`src/rtl/mem_wb_stage.sv`:
```
// mem_wb_stage: memory/write-back stage of the 3-stage RISC-V core.
//
// Captures the M-stage controls and datapath values into the W register,
// aligns and extends synchronous DMEM load data, runs the multi-cycle MMIO
// load handshake (stalling F/X/M while it waits) and drives the register
// file write port.
//
// Optional feature macro: MEM_WB_IO_TIMEOUT_EN
//   When defined, an IO_WAIT watchdog forces completion with 32'hDEAD_BEEF
//   after IO_TIMEOUT cycles without io_ack. When undefined, IO_WAIT waits
//   indefinitely and no counter exists.
//
// Ports:
//   clk, rst              core clock, synchronous active-high reset
//   valid_m .. pc4_m      M-stage instruction fields
//   dmem_dout             BRAM read data (valid the cycle after the address)
//   io_ack, io_rdata      MMIO read completion and data
//   io_req, io_addr       MMIO read request and address
//   rf_we, rf_wa, rf_wd   register-file write port
//   stall                 freeze F/X/M stages and the X->M register
//
// state      | meaning
// -----------+-----------------------------------------------------------
// ST_IDLE    | W holds a non-IO instruction (or bubble); writes from W
// ST_IO_WAIT | MMIO load in W, io_req asserted, upstream stalled
// ST_IO_DONE | MMIO data in io_buf, written this cycle, pipeline moves

module mem_wb_stage #(
  parameter int unsigned IO_TIMEOUT = 255,
  parameter logic [3:0]  IO_REGION  = 4'h8
) (
  input  logic        clk,
  input  logic        rst,
  input  logic        valid_m,
  input  logic        reg_we_m,
  input  logic [1:0]  wb_sel_m,
  input  logic [2:0]  funct3_m,
  input  logic [4:0]  rd_m,
  input  logic [31:0] alu_m,
  input  logic [31:0] pc4_m,
  input  logic [31:0] dmem_dout,
  input  logic        io_ack,
  input  logic [31:0] io_rdata,
  output logic        io_req,
  output logic [31:0] io_addr,
  output logic        rf_we,
  output logic [4:0]  rf_wa,
  output logic [31:0] rf_wd,
  output logic        stall
);

  typedef enum logic [1:0] {
    ST_IDLE    = 2'd0,
    ST_IO_WAIT = 2'd1,
    ST_IO_DONE = 2'd2
  } state_t;

  // A zero timeout would make IO_WAIT unreachable-yet-entered; reject it.
  if (IO_TIMEOUT == 0) begin : g_bad_timeout
    $error("mem_wb_stage: IO_TIMEOUT must be at least 1");
  end

  state_t      state_q, state_d;
  logic        valid_q, valid_d;
  logic        reg_we_q, reg_we_d;
  logic [1:0]  wb_sel_q, wb_sel_d;
  logic [2:0]  funct3_q, funct3_d;
  logic [4:0]  rd_q, rd_d;
  logic [31:0] alu_q, alu_d;
  logic [31:0] pc4_q, pc4_d;
  logic [31:0] io_buf_q, io_buf_d;

  logic        capture;
  logic        m_is_io;
  logic [31:0] load_raw;

`ifdef MEM_WB_IO_TIMEOUT_EN
  localparam int unsigned CNT_W = (IO_TIMEOUT > 255) ? $clog2(IO_TIMEOUT + 1) : 8;
  localparam logic [CNT_W-1:0] TO_LAST = CNT_W'(IO_TIMEOUT - 1);
  logic [CNT_W-1:0] io_cnt_q, io_cnt_d;
`endif

  function automatic logic [31:0] align(input logic [31:0] data,
                                        input logic [2:0]  f3,
                                        input logic [1:0]  off);
    logic [7:0]  b;
    logic [15:0] h;
    logic [31:0] r;
    case (off)
      2'd0:    b = data[7:0];
      2'd1:    b = data[15:8];
      2'd2:    b = data[23:16];
      default: b = data[31:24];
    endcase
    h = off[1] ? data[31:16] : data[15:0];
    case (f3)
      3'b000:  r = {{24{b[7]}}, b};
      3'b100:  r = {24'h0, b};
      3'b001:  r = {{16{h[15]}}, h};
      3'b101:  r = {16'h0, h};
      default: r = data;
    endcase
    return r;
  endfunction

  // Next-state: W register, FSM, io_buf and optional watchdog.
  always_comb begin
    capture  = (state_q != ST_IO_WAIT);
    m_is_io  = valid_m && (wb_sel_m == 2'd0) && (alu_m[31:28] == IO_REGION);

    valid_d  = valid_q;
    reg_we_d = reg_we_q;
    wb_sel_d = wb_sel_q;
    funct3_d = funct3_q;
    rd_d     = rd_q;
    alu_d    = alu_q;
    pc4_d    = pc4_q;
    state_d  = state_q;
    io_buf_d = io_buf_q;

    if (capture) begin
      valid_d  = valid_m;
      reg_we_d = reg_we_m;
      wb_sel_d = wb_sel_m;
      funct3_d = funct3_m;
      rd_d     = rd_m;
      alu_d    = alu_m;
      pc4_d    = pc4_m;
    end

    case (state_q)
      ST_IO_WAIT: begin
        if (io_ack) begin
          io_buf_d = io_rdata;
          state_d  = ST_IO_DONE;
        end
`ifdef MEM_WB_IO_TIMEOUT_EN
        else if (io_cnt_q == TO_LAST) begin
          io_buf_d = 32'hDEAD_BEEF;
          state_d  = ST_IO_DONE;
        end
`endif
      end
      default: begin
        // IDLE and IO_DONE both capture this cycle; the new W decides.
        state_d = m_is_io ? ST_IO_WAIT : ST_IDLE;
      end
    endcase

`ifdef MEM_WB_IO_TIMEOUT_EN
    // Held at zero outside IO_WAIT, so it reads 0 on the first wait cycle.
    io_cnt_d = (state_q == ST_IO_WAIT) ? io_cnt_q + CNT_W'(1) : '0;
`endif
  end

  always_ff @(posedge clk) begin
    if (rst) begin
      state_q  <= ST_IDLE;
      valid_q  <= 1'b0;
      reg_we_q <= 1'b0;
      wb_sel_q <= 2'd1;
      funct3_q <= 3'd0;
      rd_q     <= 5'd0;
      alu_q    <= 32'd0;
      pc4_q    <= 32'd0;
      io_buf_q <= 32'd0;
`ifdef MEM_WB_IO_TIMEOUT_EN
      io_cnt_q <= '0;
`endif
    end else begin
      state_q  <= state_d;
      valid_q  <= valid_d;
      reg_we_q <= reg_we_d;
      wb_sel_q <= wb_sel_d;
      funct3_q <= funct3_d;
      rd_q     <= rd_d;
      alu_q    <= alu_d;
      pc4_q    <= pc4_d;
      io_buf_q <= io_buf_d;
`ifdef MEM_WB_IO_TIMEOUT_EN
      io_cnt_q <= io_cnt_d;
`endif
    end
  end

  // Outputs are combinational from W and state.
  always_comb begin
    io_req   = (state_q == ST_IO_WAIT);
    stall    = io_req;
    io_addr  = io_req ? alu_q : 32'd0;
    rf_we    = valid_q && reg_we_q && (rd_q != 5'd0) && !io_req;
    rf_wa    = rd_q;
    load_raw = (state_q == ST_IO_DONE) ? io_buf_q : dmem_dout;
    case (wb_sel_q)
      2'd0:    rf_wd = align(load_raw, funct3_q, alu_q[1:0]);
      2'd2:    rf_wd = pc4_q;
      default: rf_wd = alu_q;
    endcase
  end

endmodule
```
`config.mk`:
```
export PLATFORM = sky130hd
export DESIGN_NAME = mem_wb_stage
export DESIGN_NICKNAME = d
export VERILOG_FILES = /design/src/rtl/mem_wb_stage.sv
export SDC_FILE = /design/constraint.sdc
export NUM_CORES = 1
export LEC_CHECK = 0
export BUFFER_PORTS_ARGS = -buffer_cell sky130_fd_sc_hd__buf_2
export CORE_ASPECT_RATIO = 0.9
export CORE_MARGIN = 5
export CORE_UTILIZATION = 25
export DETAILED_ROUTE_END_ITERATION = 16
export GPL_ROUTABILITY_DRIVEN = 0
export PLACE_DENSITY = 0.47
export SLEW_MARGIN = 10
export SYNTH_ARGS = -nofsm -noshare
export SYNTH_HDL_FRONTEND = slang
export SYNTH_SLANG_ARGS = --single-unit
```
`constraint.sdc`:
```
create_clock -name clk -period 3.55 [get_ports clk]
set_input_delay 0.71 -clock clk [delete_from_list [all_inputs] [get_ports clk]]
set_output_delay 0.71 -clock clk [all_outputs]
set_load 0.005 [all_outputs]
```
# After elaboration in Yosys (flattened, before gate mapping)
# Cells that the tools add are included.
dict set report classes {
  n_eq_ne 11
  muxes 9
  n_reduce_logical 12
}
# op n
set op_table {}
lappend op_table {{32-bit one-hot mux with 4 select lines} 1}
lappend op_table {{32-bit 2-to-1 mux} 2}
lappend op_table {{32-bit one-hot mux with 2 select lines} 1}
lappend op_table {{8-bit one-hot mux with 3 select lines} 1}
lappend op_table {{16-bit 2-to-1 mux} 1}
lappend op_table {{2-bit == test (second input constant)} 3}
lappend op_table {{3-bit == test (second input constant)} 2}
lappend op_table {{2-bit zero test} 3}
lappend op_table {{1-bit logical AND} 5}
lappend op_table {{5-bit nonzero test} 1}
lappend op_table {{2-bit by 1-bit == test with 1-bit output (second input constant)} 2}
lappend op_table {{4-bit == test (second input constant)} 1}
lappend op_table {{2-bit 2-to-1 mux} 2}
lappend op_table {{3-bit by 1-bit == test with 1-bit output (second input constant)} 1}
lappend op_table {{3-bit zero test} 1}
lappend op_table {{2-bit by 1-bit != test with 1-bit output (second input constant)} 1}
lappend op_table {{2-bit != test (second input constant)} 1}
lappend op_table {{2-bit AND reduction} 1}
lappend op_table {{1-bit zero test} 1}
lappend op_table {{1-bit 2-to-1 mux} 1}
dict set report word_totals {
  register_bits 110
  in_bits 143
}

# Longest topological paths before layout
# Gate-level depths: netlist (run 1).
dict set report logic_depth {
  depth_word 5
  ltp_mapped 8
}

# Least setup slack after synthesis (run 1)
# OpenSTA, ideal clock, no wires.
dict set report synth_timing {
  kind {input port to output port}
  startpoint {input port dmem_dout[7]}
  endpoint {output port rf_wd[16]}
  t_arrival_ps 1838
  required_time_ps 2840
  slack_ps 1002
  stages 6
  cell_sequence {nor2b_1 a2111oi_2 nor4_4 a31oi_4 buf_6 o211ai_2}
}
dict set report synth_between {
  elab_chain_cells 4
}
# element line_no
set synth_lines {}
lappend synth_lines {{from (decl)} 41} ;# input logic [31:0] dmem_dout,
lappend synth_lines {{32-bit 2-to-1 mux} 193} ;# load_raw = (state_q == ST_IO_DONE) ? io_buf_q : dmem_dout;
lappend synth_lines {{8-bit one-hot mux with 3 select lines} 89} ;# case (off)
lappend synth_lines {{32-bit one-hot mux with 4 select lines} 96} ;# case (f3)
lappend synth_lines {{32-bit one-hot mux with 2 select lines} 194} ;# case (wb_sel_q)
lappend synth_lines {{to (decl)} 48} ;# output logic [31:0] rf_wd,
# Every way passes these cells.

# Worst setup path in the final report (run 1)
dict set report layout_timing {
  startpoint {register state_q[0]}
  endpoint {output port rf_wd[25]}
}
dict set report layout_between {
  elab_chain_cells 5
  elab_cells_between_ends 6
  cone_classes {eq/ne (1); mux (5)}
}
# element line_no
set layout_lines {}
lappend layout_lines {{from (decl)} 63} ;# state_t state_q, state_d;
lappend layout_lines {{from (signal assigned)} 171} ;# state_q <= state_d;
lappend layout_lines {{2-bit == test *} 193}
lappend layout_lines {{32-bit 2-to-1 mux *} 193}
lappend layout_lines {{8-bit one-hot mux with 3 select lines or 16-bit 2-to-1 mux (tied branches)} {89, 95}}
lappend layout_lines {{32-bit one-hot mux with 4 select lines *} 96}
lappend layout_lines {{32-bit one-hot mux with 2 select lines *} 194}
# Mark *: on every way between the ends. The rest lies on a longest branch, timed or not.

==> reports/metrics.cfg, run 1 <==
[setup_path]
worst-endpoint-arrival_ps = 2600
worst_setup_path_end_kind = output pin
ff2ff_path_depth = 5
critPathCapture = rf_wd[25]
r2r_startpoint = state_q[1]
crit_fanout = 34
crit_path_start = state_q[0]
capturing_point_of_the_worst_reg2reg_path = state_q[0]
reg2reg_setup_slack_ps = 1820
worst-setup-path-type = flop to output pin
start_kind = flop
cp.required_ps = 2840

[timing]
period_needed_ps = 3310
final_setup_fails = 0
timing.slew.headroom = 0.405
final_hold_viol_count = 0
fin_crit_sh = 0.933
fmaxAchievable_ghz = 0.302
drv_slew = 0
total_negative_slack_for_setup_checks_ps = 0
final.setup_skew_ps = 8.52
tightest_slew_ps = 892
rsz_0062_raised_after_global_routing = false

[min_path]
type_of_the_tightest_min_delay_check = flop to flop
worst_hold_path.num_cells = 2

[cells_and_area]
fin_nets = 1091
layout_cells_sized_above_1 = 0.281
final_area_sq_mm = 0.00713
layout-area-overhead-vs-synth_pct = 28.9
fin_cells = 1245

[logic_synthesis]
postSynthNetCount = 913
synth.top_cell.area_share = 0.398
synth.area.top_cells = sky130_fd_sc_hd__dfxtp_1, sky130_fd_sc_hd__nand2_1, sky130_fd_sc_hd__a21oi_1
ys_warn_count = 0
synth_seq_cells = 110
yosysMostFrequentCell = sky130_fd_sc_hd__nand2_1
synthArstFlopShare = 0
ys_top_cells_by_count = sky130_fd_sc_hd__nand2_1, sky130_fd_sc_hd__a21oi_1, sky130_fd_sc_hd__dfxtp_1, sky130_fd_sc_hd__clkbuf_1, sky130_fd_sc_hd__inv_1
post_synth_inst_count = 770
synth_edf_count = 0
postSynthAreaPerCell_sq_um = 7.19
yosys_most_used_dff = sky130_fd_sc_hd__dfxtp_1
yosysTopAreaCell = sky130_fd_sc_hd__dfxtp_1
syn_area_sq_mm = 0.00553
ys_seq_area_frac = 0.398
post_synth_num_cell_types = 49

[routing]
post_drt_wl_per_cell_um = 17.6
vias_per_cell = 4.59
vias = 5710
drt_iter0_markers = 241
drt_first_pass_iters = 7
finalWirelength_um = 21900
postRouteAntennaNets = 0
drc_errors = 0

[cts]
holdBufCountCts = 0
cts_tree = yes
ctsHtreeMaxLevel = 3
worst_skew_pair_later_pin_latency_ps = 360
cts.repair_timing.setup_buffer_count = 0
cts_resized = 0
clk_pin_slew_worst_paths_ps = 80
cts-root-buf = sky130_fd_sc_hd__clkbuf_16
clock_tree.buffer_depth = 2
clock_sinks = 110
cts_inserted_buffers = 9

[die]
floorplan.initialDensity = 0.255
die_height_um = 151
ioPinCount = 215
floorplan.die_area_sq_mm = 0.0252
dieWidth_um = 167
coreArea_sq_mm = 0.0217
core.rowCount = 51

[pwr]
irDropWorstVdd_mv = 0.187
total_leakage_power_nw = 3.63
power_density_mw_per_mm2 = 389
fin_total_pwr_w = 0.00278

[global_route]
grt_pass1_wl_um = 32800
first_global_vias = 5734
grt_antenna_before_repair = 6
grt_start_max_net_pins = 79
global_route_usage_over_all_layers = 0.169
remaining_global_route_overflow = 0

[status]
outcome = finished clean

[place]
placed_area_sq_mm = 0.00682
detailed_placer_s_ending_hpwl_um = 16200
io_buffer_count = 214
place_inst = 1228

[flow_run]
cap_viol_max_count = 0

## layout by cell type (no fill, tap or decap), types with 6 or more instances in the layout
cell / n
sky130_fd_sc_hd__a21oi_1: 132
sky130_fd_sc_hd__a32oi_1: 6
sky130_fd_sc_hd__o211ai_2: 8
sky130_fd_sc_hd__nand2b_1: 7
sky130_fd_sc_hd__buf_2: 213
sky130_fd_sc_hd__dfxtp_1: 109
sky130_fd_sc_hd__o21ai_0: 17
sky130_fd_sc_hd__a22oi_1: 14
sky130_fd_sc_hd__clkbuf_16: 9
sky130_fd_sc_hd__buf_4: 13
sky130_fd_sc_hd__mux2i_1: 28
sky130_fd_sc_hd__inv_1: 34
sky130_fd_sc_hd__nand2_1: 266
sky130_fd_sc_hd__o211ai_1: 6
sky130_fd_sc_hd__nor2_1: 27
sky130_fd_sc_hd__o21ai_1: 6
sky130_fd_sc_hd__nand3_1: 11
## logic make-up after synthesis
family          Yosys count  share of synthesized area
simple gates            333                      0.251
compound gates          202                      0.222
flops                   110                      0.398
buf+inv                  96                     0.0764
mux                      29                     0.0527
## flip-flops by register name, summed over array words and instances, names as in the netlist
register / cells
rf_wa: 5
state_q: 2
valid_q: 1
funct3_q: 3
alu_q: 32
reg_we_q: 1
io_buf_q: 32
pc4_q: 32
wb_sel_q: 2
## worst min-delay path by stage
stage / startpoint / endpoint / slack [ps]
global placement: pc4_q[21] / pc4_q[21] / 440
global route: io_buf_q[13] / io_buf_q[13] / 470
floorplan: pc4_q[31] / pc4_q[31] / 430
finish: pc4_q[24] / pc4_q[24] / 450
detailed placement: pc4_q[21] / pc4_q[21] / 440
CTS: pc4_q[21] / pc4_q[21] / 450
## critical path, cell delays in order, from the launching register on
cell and delay [ps]:
sky130_fd_sc_hd__dfxtp_1 350, sky130_fd_sc_hd__nand2b_4 420, sky130_fd_sc_hd__and3_4 330, sky130_fd_sc_hd__nor4_4 500, sky130_fd_sc_hd__a31oi_4 120, sky130_fd_sc_hd__buf_4 240
sky130_fd_sc_hd__o211ai_1 120, sky130_fd_sc_hd__buf_2 150
## power breakdown
group	internal, W	switching [W]	leakage [nW]
Sequential	0.00128	0.0000317	0.907
Clock	0.000590	0.000489	0.149
Combinational	0.000169	0.000215	2.57
Total	0.00204	0.000735	3.63
## cell type report
cell class | count | area (sq um)
fillers | 2466 | 14600
multi-input cells | 564 | 2920
flip-flops and latches | 110 | 2200
repair buffers | 228 | 1200
well taps | 291 | 364
clock buffers | 12 | 256
inverters | 35 | 131
clock inverters | 4 | 55.1
diodes | 1 | 2.50
## routing by layer
metal | up-vias | routed length (um) | global-route usage
met2 | 163 | 10100 | 0.269
met4 | 10 | 187 | 0.0417
li1 | 2900 | - | -
met5 | - | 70 | 0
met1 | 2619 | 9940 | 0.221
met3 | 18 | 1610 | 0.0587
## metrics by stage
stage	hold slack, ps	setup WS, ps	utilization
final	452	237	0.329
after floorplan	427	1000	-
after global placement	440	582	0.314
after detailed placement	443	569	0.314
after CTS	454	180	0.329
after global routing	471	60.0	0.329
(Power assumes the default switching activity.)
==> inputs of run 2 (changes only) <==
- ABC_AREA: unset -> 1
- PLACE_DENSITY: 0.47 -> 0.46
==> run 2 against run 1 <==
Net effect:
- maximum frequency increased by 3.2%
- area after synthesis increased by 6.6%
- global-route usage decreased by 0.33 points
- final area increased by 5.1%
- via count increased by 11%
- combinational power increased by 15%
- synthesized cell count increased by 21%
- wire length increased by 4.2%
- clock power about the same
- first-iteration DRC count increased by 64%
==> reports/metrics.cfg, run 2 <==
[status]
outcome = finished clean

[setup_path]
worst_path_dominant_cell_family = compound AO/OA/AOI/OAI gates
ff2ff_path_depth = 6  ; +1
worst_setup_path_end_kind = output pin
critical_path.cell_chain = nand2_2 -> buf_4 -> o21ai_0 -> o21ai_0 -> nand2_1 -> nand3_1 -> nand3_1 -> buf_2
worst-setup-path-type = flop to output pin
r2r_startpoint = state_q[1]
crit_fanout = 27  ; -21%
capturing_point_of_the_worst_reg2reg_path = io_buf_q[23]
critical-path-slowest-cell = sky130_fd_sc_hd__o21ai_0
worst-endpoint-arrival_ps = 2500  ; -100 ps
start_kind = flop
reg2reg_setup_slack_ps = 1450  ; -370 ps
cp_slowest_stage_delay_ps = 510  ; about the same
cp.required_ps = 2840  ; about the same
worstPathBufferInverterCount = 2  ; unchanged

[pwr]
total_leakage_power_nw = 3.71  ; +2.3%
irDropWorstVdd_mv = 0.201  ; +7.3%
power_density_mw_per_mm2 = 379  ; -2.8%
fin_total_pwr_w = 0.00284  ; +2.2%

[global_route]
grt_start_max_net_pins = 110  ; +39%
global_route_usage_over_all_layers = 0.165  ; -0.00332
grt_antenna_before_repair = 2  ; -4
first_global_vias = 6162  ; +7.5%
grt_pass1_wl_um = 34300  ; +4.5%
remaining_global_route_overflow = 0  ; unchanged

[timing]
final_hold_viol_count = 0  ; unchanged
tightest_slew_ps = 682  ; -210 ps
drv_slew = 0  ; unchanged
final_setup_fails = 0  ; unchanged
total_negative_slack_for_setup_checks_ps = 0  ; unchanged
final.setup_skew_ps = 8.93  ; +0.409 ps
fin_crit_sh = 0.904  ; -0.0289
fmaxAchievable_ghz = 0.311  ; +3.2%
period_needed_ps = 3210  ; -103 ps
rsz_0062_raised_after_global_routing = false
timing.slew.headroom = 0.545  ; +0.140

[cts]
cts_tree = yes
ctsHtreeMaxLevel = 3  ; unchanged
worst_skew_pair_later_pin_latency_ps = 360  ; about the same
holdBufCountCts = 0  ; unchanged
cts_inserted_buffers = 9  ; unchanged
clock_sinks = 110  ; unchanged
cts-root-buf = sky130_fd_sc_hd__clkbuf_16
cts_resized = 0  ; unchanged
cts.repair_timing.setup_buffer_count = 0  ; unchanged
clk_pin_slew_worst_paths_ps = 80  ; about the same
clock_tree.buffer_depth = 2  ; unchanged

[logic_synthesis]
synth.area.top_cells = sky130_fd_sc_hd__dfxtp_1, sky130_fd_sc_hd__o21ai_0, sky130_fd_sc_hd__inv_1
ys_seq_area_frac = 0.373  ; -0.0246
synthArstFlopShare = 0  ; unchanged
postSynthAreaPerCell_sq_um = 6.31  ; -12%
yosys_most_used_dff = sky130_fd_sc_hd__dfxtp_1
yosysTopAreaCell = sky130_fd_sc_hd__dfxtp_1
postSynthNetCount = 1078  ; +18%
post_synth_fa_ha_maj_area_fraction = 0  ; unchanged
ys_warn_count = 0  ; unchanged
ys_top_cells_by_count = sky130_fd_sc_hd__inv_1, sky130_fd_sc_hd__o21ai_0, sky130_fd_sc_hd__nand2_1, sky130_fd_sc_hd__nor2_1, sky130_fd_sc_hd__dfxtp_1
largest_family_of_logic_cells_by_synthesized_area = simple AND/OR/NAND/NOR gates
muxShareOfSynthArea = 0  ; -0.0527
synth.top_cell.area_share = 0.373  ; -0.0246
synth_xor_xnor_area_share = 0  ; unchanged
synth-compound-area-share = 0.216  ; -0.00650
post_synth_inst_count = 935  ; +21%
synth_seq_cells = 110  ; unchanged
synth_simple_gate_area_frac = 0.263  ; +0.0123
yosysMostFrequentCell = sky130_fd_sc_hd__inv_1
syn_area_sq_mm = 0.00590  ; +6.6%
post_synth_num_cell_types = 28  ; -43%
synth_edf_count = 0  ; unchanged

[min_path]
worst_hold_startpoint = io_buf_q[25]
type_of_the_tightest_min_delay_check = flop to flop
worst_hold_path.num_cells = 2  ; unchanged
whs_endpoint = io_buf_q[25]

[die]
die_height_um = 156  ; +3.0%
dieWidth_um = 172  ; +3.0%
core.rowCount = 53  ; +3.9%
floorplan.initialDensity = 0.253  ; -0.00167
coreArea_sq_mm = 0.0233  ; +7.3%
ioPinCount = 215  ; unchanged
floorplan.die_area_sq_mm = 0.0268  ; +6.2%

[flow_run]
cap_viol_max_count = 0  ; unchanged

[routing]
vias_per_cell = 4.44  ; -3.2%
drt_iter0_markers = 396  ; +64%
drc_errors = 0  ; unchanged
drt_first_pass_iters = 5  ; -2
vias = 6311  ; +11%
postRouteAntennaNets = 0  ; unchanged
post_drt_wl_per_cell_um = 16.0  ; -8.7%
finalWirelength_um = 22800  ; +4.2%

[place]
detailed_placer_s_ending_hpwl_um = 17000  ; +5.4%
io_buffer_count = 214  ; unchanged

[cells_and_area]
mostFrequentLayoutCell = sky130_fd_sc_hd__buf_2
largestRegisters = alu_q (32), io_buf_q (32), pc4_q (32)
fin_nets = 1256  ; +15%
most-common-layout-cells = sky130_fd_sc_hd__buf_2, sky130_fd_sc_hd__inv_1, sky130_fd_sc_hd__o21ai_0
final.fill_count = 2675  ; +8.5%
layout-area-overhead-vs-synth_pct = 27.1
layout_cells_sized_above_1 = 0.242  ; -0.0388

run 2: worst register-to-register path: cells and delay by family (launching register included):
kind	cells	cell delay, ps
buf+inv	2	830
simple gates	2	390
compound gates	2	380
flops	1	360
run 2: worst max path at each step:
stage / from / to / slack (ps) / depth (start not counted)
2_1_floorplan: dmem_dout[23] / rf_wd[16] / 1360 / 11
3_3_place_gp: state_q[1] / rf_wd[3] / 800 / 7
3_5_place_dp: state_q[1] / rf_wd[29] / 750 / 12
4_1_cts: state_q[1] / rf_wd[29] / 340 / 12
5_1_grt: state_q[1] / rf_wd[2] / 100 / 8
6_report: state_q[1] / rf_wd[2] / 340 / 8
run 2: where the power goes:
group	total (W)	leakage, nW	switching, W	internal (W)
Combinational	0.000442	2.65	0.000266	0.000176
Sequential	0.00131	0.907	0.0000242	0.00128
Clock	0.00109	0.153	0.000509	0.000580
Total	0.00284	3.71	0.000800	0.00204
run 2: cell type report:
class                           count  area [sq um]  area share
Multi-Input combinational cell    608          2830       0.377
Sequential cell                   110          2200       0.294
Timing Repair Buffer              227          1180       0.158
Inverter                          157           589      0.0786
Tap cell                          302           378      0.0504
Clock buffer                       10           239      0.0319
Clock inverter                      6          77.6      0.0103
Antenna cell                        2          5.00    0.000668
run 2: cells by family (layout without fill, tap and decap cells):
kind of cell	count (synthesis)	after routing
flops	110	110
other cells	0	2
compound gates	244	244
simple gates	364	364
buf+inv	217	400
run 2: per-layer routing:
metal	routed length, um	track usage	vias to the layer above
met5	7	0	-
met4	295	0.0329	2
met3	1390	0.0405	18
met2	10600	0.276	159
met1	10400	0.219	2839
li1	-	-	3293
run 2: per-stage QoR:
stage | util | instance area, sq um | hold WS (ps) | setup slack, ps | instances
finish | 0.322 | 7500 | 448 | 340 | 1422
global placement | 0.308 | 7180 | 437 | 800 | 1404
global route | 0.322 | 7490 | 467 | 104 | 1421
detailed placement | 0.308 | 7180 | 439 | 753 | 1404
floorplan | - | 5900 | 425 | 1360 | 935
CTS | 0.322 | 7490 | 451 | 340 | 1420
==> inputs of run 3 (changes only) <==
- ABC_AREA: 1 -> unset
- CORE_ASPECT_RATIO: 0.9 -> unset
- PLACE_DENSITY: 0.46 -> 0.47
==> run 3 against run 2 <==
Net effect:
- sequential share of layout area rose by 1.6 points
- combinational power shrank 13%
- critical path depth decreased by 1
- critical endpoint is now rf_wd[24]
- largest cell class unchanged
- highest routed layer unchanged
==> reports/metrics.cfg, run 3 (same netlist as run 1, synthesis figures left out) <==
[global_route]
grt_antenna_before_repair = 6  ; +4
grt_start_max_net_pins = 79  ; -28%
first_global_vias = 5779  ; -6.2%
remaining_global_route_overflow = 0  ; unchanged
global_route_usage_over_all_layers = 0.167  ; +0.00159
grt_pass1_wl_um = 33600  ; -2.0%

[setup_path]
capturing_point_of_the_worst_reg2reg_path = state_q[0]
cp.required_ps = 2840  ; about the same
r2r_startpoint = state_q[1]
worst-setup-path-type = flop to output pin
cp_slowest_stage_delay_ps = 500  ; about the same
reg2reg_setup_slack_ps = 1780  ; +330 ps
ff2ff_path_depth = 5  ; -1
critical_path.cell_chain = nand2b_4 -> and3_4 -> nor4_4 -> a31oi_4 -> buf_4 -> o211ai_1 -> buf_2
critical-path-slowest-cell = sky130_fd_sc_hd__nor4_4
crit_fanout = 34  ; +26%
start_kind = flop
worst-endpoint-arrival_ps = 2570  ; +70 ps
worst_setup_path_end_kind = output pin

[routing]
finalWirelength_um = 21700  ; -4.7%
drt_first_pass_iters = 5  ; unchanged
vias_per_cell = 4.61  ; +3.9%
drt_iter0_markers = 278  ; -30%
post_drt_wl_per_cell_um = 17.6  ; +9.6%
vias = 5701  ; -9.7%
postRouteAntennaNets = 0  ; unchanged
drc_errors = 0  ; unchanged

[timing]
total_negative_slack_for_setup_checks_ps = 0  ; unchanged
final.setup_skew_ps = 5.67  ; -3.25 ps
drv_slew = 0  ; unchanged
rsz_0062_raised_after_global_routing = false
final_setup_fails = 0  ; unchanged
fin_crit_sh = 0.923  ; +0.0186
fmaxAchievable_ghz = 0.305  ; -2.0%
final_hold_viol_count = 0  ; unchanged
timing.slew.headroom = 0.432  ; -0.113
tightest_slew_ps = 853  ; +170 ps
period_needed_ps = 3280  ; +66.0 ps

[cells_and_area]
final.fill_count = 2471  ; -7.6%
insertedDiodeCount = 0  ; -2
mostFrequentLayoutCell = sky130_fd_sc_hd__nand2_1
layout_cells_sized_above_1 = 0.285  ; +0.0421
fin_nets = 1094  ; -13%
layout-area-overhead-vs-synth_pct = 28.4
largestRegisters = alu_q (32), io_buf_q (32), pc4_q (32)
most-common-layout-cells = sky130_fd_sc_hd__nand2_1, sky130_fd_sc_hd__buf_2, sky130_fd_sc_hd__a21oi_1

[die]
floorplan.initialDensity = 0.254  ; about the same
floorplan.die_area_sq_mm = 0.0252  ; -5.8%
coreArea_sq_mm = 0.0218  ; -6.2%
ioPinCount = 215  ; unchanged
die_height_um = 159  ; +2.0%
core.rowCount = 54  ; +1.9%
dieWidth_um = 159  ; -7.6%

[cts]
cts.repair_timing.setup_buffer_count = 0  ; unchanged
worst_skew_pair_later_pin_latency_ps = 350  ; about the same
cts_tree = yes
cts_resized = 0  ; unchanged
holdBufCountCts = 0  ; unchanged
ctsHtreeMaxLevel = 3  ; unchanged
clock_sinks = 110  ; unchanged
cts_inserted_buffers = 9  ; unchanged
cts-root-buf = sky130_fd_sc_hd__clkbuf_16
clk_pin_slew_worst_paths_ps = 80  ; about the same
clock_tree.buffer_depth = 2  ; unchanged

[min_path]
worst_hold_startpoint = pc4_q[10]
worst_hold_path.num_cells = 2  ; unchanged
type_of_the_tightest_min_delay_check = flop to flop
whs_endpoint = pc4_q[10]

[pwr]
fin_total_pwr_w = 0.00272  ; -4.3%
p_comb_frac = 0.142  ; -0.014
cellInternalPower_w = 0.00197  ; -3.2%
power.switching_w = 0.000743  ; -7.1%
power_switching_share = 0.273  ; -0.00831
pwr-share-clk = 0.374  ; -0.010
irDropWorstVdd_mv = 0.186  ; -7.5%
total_leakage_power_nw = 3.63  ; -2.1%
pwr-share-seq = 0.483  ; +0.023
power_density_mw_per_mm2 = 382  ; +0.99%

[flow_run]
cap_viol_max_count = 0  ; unchanged

[place]
detailed_placer_s_ending_hpwl_um = 16400  ; -3.7%
io_buffer_count = 214  ; unchanged

[status]
outcome = finished clean

-- run 3: per-stage QoR --
| step | cells | setup slack [ps] | hold slack [ps] | utilization | cell area, sq um |
|---|---|---|---|---|---|
| 5_1_grt | 1236 | 95.9 | 466 | 0.326 | 7110 |
| 6_report | 1236 | 274 | 453 | 0.326 | 7110 |
| 2_1_floorplan | 770 | 1000 | 427 | - | 5530 |
| 3_3_place_gp | 1220 | 597 | 436 | 0.312 | 6810 |
| 3_5_place_dp | 1220 | 581 | 444 | 0.312 | 6810 |
| 4_1_cts | 1236 | 229 | 454 | 0.326 | 7110 |
-- run 3: cell type report --
| class | count | area, sq um | area share |
|---|---|---|---|
| flip-flops and latches | 110 | 2200 | 0.310 |
| inverters | 35 | 131 | 0.0185 |
| repair buffers | 231 | 1210 | 0.171 |
| multi-input cells | 564 | 2920 | 0.410 |
| well taps | 280 | 350 | 0.0493 |
| clock buffers | 11 | 253 | 0.0356 |
| clock inverters | 5 | 38.8 | 0.00546 |
-- run 3: worst max-delay path by stage --
stage	startpoint	endpoint	slack [ps]	cells past startpoint
4_1_cts	state_q[0]	rf_wd[24]	230	7
5_1_grt	state_q[1]	rf_wd[24]	100	7
6_report	state_q[0]	rf_wd[24]	270	7
3_5_place_dp	dmem_dout[7]	rf_wd[24]	580	8
2_1_floorplan	dmem_dout[7]	rf_wd[16]	1000	6
3_3_place_gp	dmem_dout[7]	rf_wd[24]	600	8
-- run 3: power groups by stage --
stage               Combinational (W)  Sequential, W  Clock, W
floorplan                    0.000197        0.00133         0
global placement             0.000390        0.00134         0
detailed placement           0.000390        0.00134         0
CTS                          0.000393        0.00131   0.00106
global route                 0.000432        0.00132   0.00109
finish                       0.000386        0.00131   0.00102
-- run 3: metal layers --
| metal | wire length (um) | share of wire | up-vias | track usage |
|---|---|---|---|---|
| met3 | 1380 | 0.064 | 28 | 0.0505 |
| li1 | - | - | 2912 | - |
| met2 | 10600 | 0.49 | 143 | 0.285 |
| met4 | 230 | 0.011 | 12 | 0.0309 |
| met1 | 9410 | 0.43 | 2606 | 0.210 |
| met5 | 61 | 0.0028 | - | 0 |
-- run 3: critical path, delay by kind of cell (launching register included) --
kind	cells	cell delay, ps
DFF	1	350
and+or+nand+nor	3	1240
AOI/OAI and AO/OA	2	230
buffers and inverters	2	390
